--- src/rtl/pipelined_cla_adder.sv ---
// Two-stage pipelined carry-lookahead adder/subtractor with valid/ready handshake on both sides.
// Stage 1 registers bit and group generate/propagate; stage 2 resolves carries and registers sum and flags.
module pipelined_cla_adder #(
  parameter int WIDTH = 16,
  parameter int GROUP = 4
) (
  input  logic             clk,
  input  logic             rst,
  input  logic             in_valid,
  output logic             in_ready,
  input  logic [WIDTH-1:0] a,
  input  logic [WIDTH-1:0] b,
  input  logic             cin,
  input  logic             sub,
  output logic             out_valid,
  input  logic             out_ready,
  output logic [WIDTH-1:0] sum,
  output logic             cout,
  output logic             ovf,
  output logic             zero
);

  localparam int NG = WIDTH / GROUP;

  function automatic logic group_gen(input logic [GROUP-1:0] gs, input logic [GROUP-1:0] ps);
    logic acc;
    acc = 1'b0;
    for (int i = 0; i < GROUP; i++) acc = gs[i] | (ps[i] & acc);
    return acc;
  endfunction

  // Second-level lookahead: every group carry is a flat sum of products over GG/GP and c0.
  function automatic logic [NG:0] group_carries(input logic [NG-1:0] gg, input logic [NG-1:0] gp,
                                                input logic c0);
    logic [NG:0] gc;
    logic        acc;
    logic        prod;
    gc    = '0;
    gc[0] = c0;
    for (int k = 0; k < NG; k++) begin
      acc = 1'b0;
      for (int j = 0; j <= k; j++) begin
        prod = gg[j];
        for (int m = j + 1; m <= k; m++) prod = prod & gp[m];
        acc = acc | prod;
      end
      prod = c0;
      for (int m = 0; m <= k; m++) prod = prod & gp[m];
      gc[k+1] = acc | prod;
    end
    return gc;
  endfunction

  function automatic logic [WIDTH:0] bit_carries(input logic [WIDTH-1:0] g, input logic [WIDTH-1:0] p,
                                                 input logic [NG:0] gc);
    logic [WIDTH:0] cv;
    int             idx;
    cv = '0;
    for (int k = 0; k < NG; k++) begin
      for (int i = 0; i < GROUP; i++) begin
        idx = k * GROUP + i;
        if (i == 0) cv[idx] = gc[k];
        else        cv[idx] = g[idx-1] | (p[idx-1] & cv[idx-1]);
      end
    end
    cv[WIDTH] = gc[NG];
    return cv;
  endfunction

  logic             vld_p1_q, vld_p1_d;
  logic             vld_p2_q, vld_p2_d;
  logic             in_fire;
  logic             s2_adv;

  logic [WIDTH-1:0] bx;
  logic             c0_d;
  logic [WIDTH-1:0] g_d, p_d;
  logic [NG-1:0]    gg_d, gp_d;

  logic [WIDTH-1:0] g_p1_q, p_p1_q;
  logic [NG-1:0]    gg_p1_q, gp_p1_q;
  logic             c0_p1_q;

  logic [NG:0]      gc;
  logic [WIDTH:0]   carry;
  logic [WIDTH-1:0] sum_d;
  logic             cout_d, ovf_d, zero_d;

  logic [WIDTH-1:0] sum_p2_q;
  logic             cout_p2_q, ovf_p2_q, zero_p2_q;

  assign s2_adv   = vld_p1_q & (~vld_p2_q | out_ready);
  assign in_ready = ~vld_p1_q | s2_adv;
  assign in_fire  = in_valid & in_ready;

  always_comb begin
    vld_p1_d = vld_p1_q;
    if (in_fire)     vld_p1_d = 1'b1;
    else if (s2_adv) vld_p1_d = 1'b0;
    vld_p2_d = vld_p2_q;
    if (s2_adv)         vld_p2_d = 1'b1;
    else if (out_ready) vld_p2_d = 1'b0;
  end

  // Stage 0 -> 1: operand conditioning and first-level lookahead.
  always_comb begin
    bx   = sub ? ~b : b;
    c0_d = sub ? ~cin : cin;
    g_d  = a & bx;
    p_d  = a ^ bx;
    gg_d = '0;
    gp_d = '0;
    for (int k = 0; k < NG; k++) begin
      gg_d[k] = group_gen(g_d[k*GROUP +: GROUP], p_d[k*GROUP +: GROUP]);
      gp_d[k] = &p_d[k*GROUP +: GROUP];
    end
  end

  always_ff @(posedge clk) begin
    if (in_fire) begin
      g_p1_q  <= g_d;
      p_p1_q  <= p_d;
      gg_p1_q <= gg_d;
      gp_p1_q <= gp_d;
      c0_p1_q <= c0_d;
    end
  end

  // Stage 1 -> 2: carry resolution, sum and flags.
  always_comb begin
    gc     = group_carries(gg_p1_q, gp_p1_q, c0_p1_q);
    carry  = bit_carries(g_p1_q, p_p1_q, gc);
    sum_d  = p_p1_q ^ carry[WIDTH-1:0];
    cout_d = carry[WIDTH];
    ovf_d  = carry[WIDTH] ^ carry[WIDTH-1];
    zero_d = ~|sum_d;
  end

  always_ff @(posedge clk or posedge rst) begin
    if (rst) begin
      vld_p1_q  <= 1'b0;
      vld_p2_q  <= 1'b0;
      sum_p2_q  <= '0;
      cout_p2_q <= 1'b0;
      ovf_p2_q  <= 1'b0;
      zero_p2_q <= 1'b0;
    end else begin
      vld_p1_q <= vld_p1_d;
      vld_p2_q <= vld_p2_d;
      if (s2_adv) begin
        sum_p2_q  <= sum_d;
        cout_p2_q <= cout_d;
        ovf_p2_q  <= ovf_d;
        zero_p2_q <= zero_d;
      end
    end
  end

  assign out_valid = vld_p2_q;
  assign sum       = sum_p2_q;
  assign cout      = cout_p2_q;
  assign ovf       = ovf_p2_q;
  assign zero      = zero_p2_q;

endmodule

--- config.mk ---
export PLATFORM = sky130hd
export DESIGN_NAME = pipelined_cla_adder
export DESIGN_NICKNAME = d
export VERILOG_FILES = /design/src/rtl/pipelined_cla_adder.sv
export SDC_FILE = /design/constraint.sdc
export NUM_CORES = 1
export LEC_CHECK = 0
export CAP_MARGIN = 40
export CORE_ASPECT_RATIO = 0.8
export CORE_UTILIZATION = 38
export CTS_CLUSTER_DIAMETER = 80
export DETAILED_ROUTE_END_ITERATION = 6
export SLEW_MARGIN = 0
export SYNTH_ARGS = -nofsm -noshare
export SYNTH_HDL_FRONTEND = slang
export SYNTH_SLANG_ARGS = --single-unit
--- constraint.sdc ---
create_clock -name clk -period 5.9 [get_ports clk]
set_input_delay 0.59 -clock clk [delete_from_list [all_inputs] [get_ports clk]]
set_output_delay 0.59 -clock clk [all_outputs]
set_load 0.05 [all_outputs]
==> results of run 1 <==
[final timing paths]
kind	startpoint	to	slack [ns]
hold / removal	rst	ovf$_DFFE_PP0P_	0.48
setup reg to reg	c0_p1_q$_DFFE_PP_	zero$_DFFE_PP0P_	2.92
hold reg to reg	sum[11]$_DFFE_PP0P_	sum[11]$_DFFE_PP0P_	0.48
setup / recovery	c0_p1_q$_DFFE_PP_	zero$_DFFE_PP0P_	2.92
min in group clk	sum[11]$_DFFE_PP0P_	sum[11]$_DFFE_PP0P_	0.48
max in group asynchronous	rst	sum[12]$_DFFE_PP0P_	5.05
[per-layer routing]
metal  share of wire (%)  vias up
met5                   0        -
met4                 1.4        0
met3                 4.6        8
met2                  46       50
met1                  48      798
li1                    -      840
[cell families (layout without fill, tap and decap cells)]
group                      Yosys count  after routing  synth area share [%]
DFF                                 58             58                  59.5
and+or+nand+nor                     47             47                  10.4
muxes                               14             14                  5.68
adders and majority gates           28             28                  12.7
xor gates and xnor gates            21             21                  6.68
buffers and inverters                5             78                  1.09
AOI/OAI and AO/OA                   19             19                  3.95
[stage by stage]
stage / instance area, sq um / setup slack, ns
floorplan: 2750 / 3.26
global placement: 3420 / 2.97
detailed placement: 3470 / 2.91
CTS: 3630 / 2.88
global route: 3630 / 2.67
finish: 3630 / 2.92
[flip-flops by register name, summed over array words and instances (netlist names), 4 cells and up]
register and flops:
g_p1_q 12, p_p1_q 16, gp_p1_q 4, sum 16, gg_p1_q 4
[power by group]
| group | switching (mW) | internal [mW] |
|---|---|---|
| clock | 0.147 | 0.148 |
| combinational | 0.242 | 0.163 |
| sequential | 0.0295 | 0.506 |
[layout by cell type (no fill, tap or decap), drive strengths merged, types with 2 or more instances in the layout]
cell           Yosys  routed
dfrtp             21      21
mux2              13      13
clkdlybuf4s50      0      58
xor2              21      21
nor2b              5       5
edfxtp            37      37
nor4               3       3
o21ai              9       9
nand4              3       3
clkbuf             0      10
nor2               4       4
clkinvlp           0       2
or2                8       8
nand2b             6       6
and4               4       4
a21oi              5       5
buf                4       3
a21o               3       3
nand2              8       8
clkinv             0       4
ha                28      28
nand3              2       2
[final cells by class]
| type | count | area [sq um] | share of cell area [%] |
|---|---|---|---|
| Timing Repair Buffer | 61 | 631 | 17.4 |
| Clock buffer | 10 | 128 | 3.52 |
| Clock inverter | 6 | 33.8 | 0.931 |
| Inverter | 1 | 3.75 | 0.103 |
| Sequential cell | 58 | 1640 | 45.1 |
| Tap cell | 87 | 109 | 3.00 |
| Multi-Input combinational cell | 129 | 1090 | 29.9 |
==> impl_metrics.json, run 1 <==
{
  "outcome": "finished, final reports clean",
  "slew_viol_final": 0,
  "whs_ns": 0.478,
  "p_leak_nw": 1.47,
  "critPathKind": "reg -> reg",
  "worstPathCellList": "a21o_1, a31o_2, ha_1, or2_2, ha_1, or2_2, ha_1, nor4_1, nand3_1, o31ai_1",
  "min_period_ns": 2.98,
  "yosysUniqueCellTypes": 29,
  "fill_cells": 622,
  "ir_drop_v": 0.000129,
  "crit_path_end_kind": "flop",
  "areaGrowthSynthToFinish_pct": 31.8,
  "drc_errors": 0,
  "synthTopCellsByArea": "edfxtp_1 40%, dfrtp_1 19%, ha_1 13%",
  "worstMarginPinSlew_ns": 0.585,
  "post_cts_buffers": 0,
  "gp_congestion": 0.695,
  "h-tree-depth": 3,
  "first_pass_iters": 4,
  "setup_tns_ns": 0,
  "drive_gt1_share_pct": 15.8,
  "synth_ff_type": "edfxtp_1",
  "post-route-period-util_pct": 50.5,
  "vias_per_cell": 4.82,
  "slew_headroom_pct": 60.9,
  "max-cap-violations": 0,
  "wl_mm": 4.84,
  "place.port_buffers": 58,
  "crit_buf_inv": 0,
  "cts-root-buf": "clkbuf_8",
  "critPathMostFrequentCell": "ha_1",
  "die_area_sq_mm": 0.00759,
  "synth-edff-count": 37,
  "final.setup_skew_ns": 0.00755,
  "cp_max_fo": 3,
  "final_util_pct": 52.1,
  "yosysWarnings": 0,
  "r2r_cells": 10,
  "dp_hpwl_mm": 3.76,
  "grt_max_degree": 38,
  "fin_cells": 352,
  "fmax_mhz": 336,
  "grt-busiest-layer": "met2",
  "p_per_area_mw_per_mm2": 341,
  "ioPinCount": 59,
  "antenna_found_initial": 0,
  "slowest_delay_ns": 0.40,
  "grt_util_met3_pct": 4.63,
  "arrival_ns": 3.20,
  "groute.layer.met2.usage_pct": 21.8,
  "cts_buffers": 9,
  "vias": 1696,
  "core_sq_mm": 0.00696,
  "rows": 27,
  "die_h_um": 78.1,
  "cts.sink_count": 58,
  "grt_overflow_total": 0,
  "hold_path_class": "in -> async",
  "cp.depth": 10,
  "cpLargestDelayFamily": "simple AND/OR/NAND/NOR gates",
  "insertion_delay_ns": 0.33,
  "crit_path_start_kind": "flop",
  "use_met1_pct": 18.9,
  "cp_slowest_cell": "edfxtp_1",
  "async_reset_ff_share_pct": 36.2,
  "synth-seq-area-share_pct": 59.5,
  "wl_per_cell_um": 13.7,
  "synth_top_cell_by_area": "edfxtp_1",
  "syn-mean-instance-area_sq_um": 14.3,
  "yosysMostFrequentCell": "edfxtp_1",
  "initial_utilization_pct": 39.6,
  "die_w_um": 97.2,
  "hold_violations": 0,
  "numPlacedInstances": 336,
  "ys_seq_elements": 58,
  "ant_nets": 0,
  "grt_usage_pct": 14.3,
  "cp.required_ns": 6.12,
  "synth_top_area_share_pct": 40.4,
  "cts.repair.resized": 0,
  "hold_buffers": 0,
  "synth.cell_area_sq_mm": 0.00275,
  "cts_tree": "done",
  "cts.clk_slew.worst_paths_ns": 0.06,
  "grt_pass1_vias": 1655,
  "rsz0062_at_grt": "false",
  "synth_fp_nets": 258,
  "clockBufferDepth": 2,
  "final_nets": 326,
  "synthTopCellsByCount": "37 x edfxtp_1, 28 x ha_1, 21 x dfrtp_1, 21 x xor2_1, 13 x mux2_2",
  "postSynthCellCount": 192,
  "drtIter0Drc": 80,
  "setup_viol": 0,
  "antennaDiodeCount": 0,
  "finalPower_mw": 1.24,
  "grt_pass1_wl_mm": 8.20
}
No activity file was read; power rests on OpenSTA's default activity.
==> inputs of run 2 (changes only) <==
clock period = 2.9 ns   (was 5.9 ns; I/O delays follow)
==> impl_metrics.json, run 2 (synthesis gave the netlist of run 1 again) <==
{
  "die_area_sq_mm": 0.00759,
  "seqCellArea_sq_mm": 0.00164,
  "grt_max_degree": 38,
  "outcome": "finished, final reports clean",
  "cp_max_fo": 3,
  "initial_utilization_pct": 39.6,
  "drtIter0Drc": 73,
  "final_nets": 327,
  "ioPinCount": 59,
  "first_pass_iters": 4,
  "ir_drop_v": 0.000265,
  "wl_per_cell_um": 13.9,
  "crit_path_end_kind": "flop",
  "rows": 27,
  "most-common-layout-cells": "58 x clkdlybuf4s50_1, 37 x edfxtp_1, 28 x ha_1",
  "die_w_um": 97.2,
  "vias": 1709,
  "drive_gt1_share_pct": 17.3,
  "multi_input_area_sq_mm": 0.00109,
  "cp_slowest_cell": "edfxtp_1",
  "vias_per_cell": 4.84,
  "setup_tns_ns": 0,
  "r2r_cells": 10,
  "final.setup_skew_ns": 0.00952,
  "rsz0062_at_grt": "false",
  "cp.required_ns": 3.14,
  "post_cts_buffers": 0,
  "hold_buffers": 0,
  "fin_cells": 353,
  "areaGrowthSynthToFinish_pct": 34.0,
  "critPathKind": "reg -> reg",
  "insertion_delay_ns": 0.33,
  "place_area_sq_mm": 0.00345,
  "max-cap-violations": 0,
  "worstMarginPinSlew_ns": 0.504,
  "worstPathCellList": "a21o_1, a31o_2, ha_1, or2_2, ha_1, or2_2, ha_1, nor4_2, nand3_1, o31ai_1",
  "grt_usage_pct": 14.3,
  "slowest_delay_ns": 0.40,
  "crit_path_start_kind": "flop",
  "grt_overflow_total": 0,
  "min_period_ns": 2.73,
  "grt_pass1_vias": 1637,
  "critPathMostFrequentCell": "ha_1",
  "antenna_found_initial": 0,
  "final_util_pct": 53.0,
  "setup_viol": 0,
  "clockBufferDepth": 2,
  "crit_buf_inv": 0,
  "cts_tree": "done",
  "layout_commonest_cell": "clkdlybuf4s50_1",
  "hold_path_class": "in -> async",
  "p_per_area_mw_per_mm2": 739,
  "cts.repair.resized": 0,
  "dp_hpwl_mm": 3.78,
  "h-tree-depth": 3,
  "slew_headroom_pct": 66.3,
  "p_leak_nw": 1.51,
  "place.port_buffers": 58,
  "numPlacedInstances": 337,
  "drc_errors": 0,
  "finalPower_mw": 2.73,
  "fill_cells": 621,
  "fmax_mhz": 366,
  "wl_mm": 4.91,
  "cts.clk_slew.worst_paths_ns": 0.07,
  "core_sq_mm": 0.00696,
  "cts.sink_count": 58,
  "cts-root-buf": "clkbuf_8",
  "gp_congestion": 0.733,
  "hold_violations": 0,
  "post-route-period-util_pct": 94.3,
  "grt_pass1_wl_mm": 8.14,
  "finalInstanceArea_sq_mm": 0.00369,
  "antennaDiodeCount": 0,
  "slew_viol_final": 0,
  "die_h_um": 78.1,
  "ant_nets": 0,
  "cts_buffers": 9,
  "arrival_ns": 2.98,
  "cp.depth": 10,
  "cpLargestDelayFamily": "simple AND/OR/NAND/NOR gates"
}
[run 2: worst paths after layout]
check,from,end,slack [ns]
worst max-delay path,c0_p1_q$_DFFE_PP_,zero$_DFFE_PP0P_,0.17
worst min-delay path,rst,sum[1]$_DFFE_PP0P_,0.24
worst max register to register,c0_p1_q$_DFFE_PP_,zero$_DFFE_PP0P_,0.17
worst min register to register,sum[7]$_DFFE_PP0P_,sum[7]$_DFFE_PP0P_,0.48
max in group asynchronous,rst,sum[6]$_DFFE_PP0P_,2.22
min in group clk,sum[7]$_DFFE_PP0P_,sum[7]$_DFFE_PP0P_,0.48
[run 2: final cells by class]
cell class                 count  area share (%)
inverter                       1           0.102
clock buffer                  15            5.33
sequential                    58            44.4
multi-input combinational    129            29.7
tap                           87            2.95
timing repair buffer          62            16.8
clock inverter                 1           0.814
[run 2: per-stage QoR]
step	setup slack [ns]	hold WS (ns)
2_1_floorplan	0.255	0.267
3_3_place_gp	0.172	0.461
3_5_place_dp	0.113	0.471
4_1_cts	0.107	0.228
5_1_grt	0.0117	0.256
6_report	0.165	0.241
[run 2: per-layer routing]
layer | vias up | GRT usage (%) | part of all wire [%]
met2 | 56 | 20.8 | 45
met5 | - | 0 | 0
met3 | 6 | 6.23 | 6.4
met4 | 0 | 4.48 | 0.71
li1 | 845 | - | -
met1 | 802 | 19.2 | 48
[run 2: power by group]
part / leakage, nW / switching [mW] / total, mW / internal, mW
Combinational: 0.782 / 0.495 / 0.828 / 0.333
Clock: 0.116 / 0.293 / 0.808 / 0.515
Sequential: 0.610 / 0.0610 / 1.09 / 1.03
Total: 1.51 / 0.849 / 2.73 / 1.88
[run 2: worst reg2reg max path, cell delays in order (launching register included)]
cell	delay (ns)
edfxtp_1	0.40
a21o_1	0.21
a31o_2	0.28
ha_1	0.17
or2_2	0.27
ha_1	0.17
or2_2	0.27
ha_1	0.31
nor4_2	0.26
nand3_1	0.11
o31ai_1	0.21
==> inputs of run 3 (changes only) <==
PLACE_DENSITY = 0.65   (was default)
TNS_END_PERCENT = 10   (was default)
clock period = 2.39 ns   (was 2.9 ns; I/O delays follow)
==> impl_metrics.json, run 3 (synthesis gave the netlist of run 1 again) <==
{
  "outcome": "finished with violations",
  "violations": "negative setup slack",
  "worstMarginPinSlew_ns": 0.501,
  "whs_ns": 0.138,
  "fmax_mhz": 407,
  "cts.sink_count": 58,
  "crit_path_start_kind": "flop",
  "seqCellArea_sq_mm": 0.00164,
  "core_sq_mm": 0.00696,
  "antenna_found_initial": 0,
  "final_util_pct": 54.7,
  "ant_nets": 0,
  "grt_pass1_wl_mm": 8.31,
  "critPathKind": "reg -> reg",
  "post-route-period-util_pct": 103,
  "cp.required_ns": 2.63,
  "dp_hpwl_mm": 3.78,
  "max-cap-violations": 0,
  "hold_path_class": "in -> async",
  "grt_overflow_total": 0,
  "initial_utilization_pct": 39.6,
  "die_w_um": 97.2,
  "h-tree-depth": 3,
  "gp_congestion": 0.720,
  "numPlacedInstances": 343,
  "drc_errors": 0,
  "fill_cells": 600,
  "setup_tns_ns": -0.114,
  "crit_path_start": "c0_p1_q$_DFFE_PP_",
  "rsz0062_at_grt": "true",
  "slew_headroom_pct": 66.5,
  "first_pass_iters": 4,
  "cts_buffers": 9,
  "cts_tree": "done",
  "drive_gt1_share_pct": 21.8,
  "worstReg2RegEnd": "zero$_DFFE_PP0P_",
  "cts-root-buf": "clkbuf_8",
  "finalPower_mw": 3.14,
  "setup_viol": 2,
  "drtIter0Drc": 36,
  "cp_max_fo": 3,
  "maxUsedRoutingLayer": "met4",
  "ioPinCount": 59,
  "met1Wirelength_mm": 2.42,
  "p_leak_nw": 1.51,
  "place_area_sq_mm": 0.00354,
  "multi_input_area_sq_mm": 0.00122,
  "grt_usage_pct": 14.7,
  "reg2reg_slack_ns": -0.07,
  "arrival_ns": 2.70,
  "place.port_buffers": 58,
  "antennaDiodeCount": 0,
  "die_h_um": 78.1,
  "slew_viol_final": 0,
  "vias": 1728,
  "insertion_delay_ns": 0.33,
  "vias_per_cell": 4.83,
  "critPathCapture": "zero$_DFFE_PP0P_",
  "grt_max_degree": 38,
  "final_nets": 333,
  "clockBufferDepth": 2,
  "final.setup_skew_ns": 0.00589,
  "min_period_ns": 2.46,
  "most-common-layout-cells": "57 x clkdlybuf4s50_1, 37 x edfxtp_1, 22 x ha_1",
  "wl_met2_mm": 2.44,
  "r2r_cells": 10,
  "wl_per_cell_um": 14.4,
  "crit_path_end_kind": "flop",
  "fin_ws_ns": -0.0665,
  "layout_commonest_cell": "clkdlybuf4s50_1",
  "p_per_area_mw_per_mm2": 824,
  "grt_pass1_vias": 1722,
  "cts.clk_slew.worst_paths_ns": 0.06,
  "areaGrowthSynthToFinish_pct": 38.2,
  "hold_buffers": 0,
  "hold_violations": 0,
  "ir_drop_v": 0.000382,
  "finalInstanceArea_sq_mm": 0.00380,
  "wl_mm": 5.16,
  "wl_met3_um": 260,
  "rr_startpoint": "c0_p1_q$_DFFE_PP_",
  "fin_cells": 358,
  "rows": 27,
  "dp_worst_setup_slack_ns": -0.253,
  "die_area_sq_mm": 0.00759
}
run 3: changes by cell type in the layout (fill, tap and decap cells not counted), moves of 5 or more:
cell and change:
ha_4 +5, clkbuf_8 -5, buf_4 +6, ha_1 -6
run 3: worst min path at each step:
stage                              startpoint             endpoint  slack, ns  cells past startpoint
after floorplan                           rst     cout$_DFFE_PP0P_       0.22                      1
after global placement       cout$_DFFE_PP0P_     cout$_DFFE_PP0P_       0.46                      2
after detailed placement  sum[11]$_DFFE_PP0P_  sum[11]$_DFFE_PP0P_       0.47                      2
after CTS                                 rst   sum[8]$_DFFE_PP0P_       0.13                      2
after global routing                      rst   sum[7]$_DFFE_PP0P_       0.16                      2
final                                     rst   sum[7]$_DFFE_PP0P_       0.14                      2
run 3: worst max-delay path: stages, from the launching register on:
cell and delay [ns]:
edfxtp_1 0.39, a21o_1 0.21, a21o_1 0.17, ha_1 0.16
or2_2 0.27, ha_2 0.16, or2_4 0.23, ha_4 0.22
nor4_2 0.21, nand3_1 0.12, o31ai_1 0.23
run 3: final cells by class:
class                           count  area share (%)
Sequential cell                    58            43.0
Multi-Input combinational cell    129            32.2
Timing Repair Buffer               68            18.0
Clock buffer                       14            3.75
Tap cell                           87            2.86
Clock inverter                      1          0.0987
Inverter                            1          0.0987
run 3: report_power, final:
part	switching (mW)	internal, mW	leakage [nW]	total, mW
registers	0.0886	1.25	0.610	1.34
logic	0.629	0.462	0.832	1.09
clock network	0.336	0.368	0.0722	0.704
total	1.05	2.08	1.51	3.14
run 3: what timing repair did:
| action | CTS | global route |
|---|---|---|
| pin swaps | 12 | 7 |
| buffers inserted | 1 | 0 |
| setup endpoints to repair | 3 | 5 |
| resized for setup | 10 | 9 |
run 3: routing by layer:
metal	track usage, %	up-vias
met5	0	-
met3	5.25	4
met1	18.3	824
met2	23.0	46
li1	-	854
met4	6.72	0
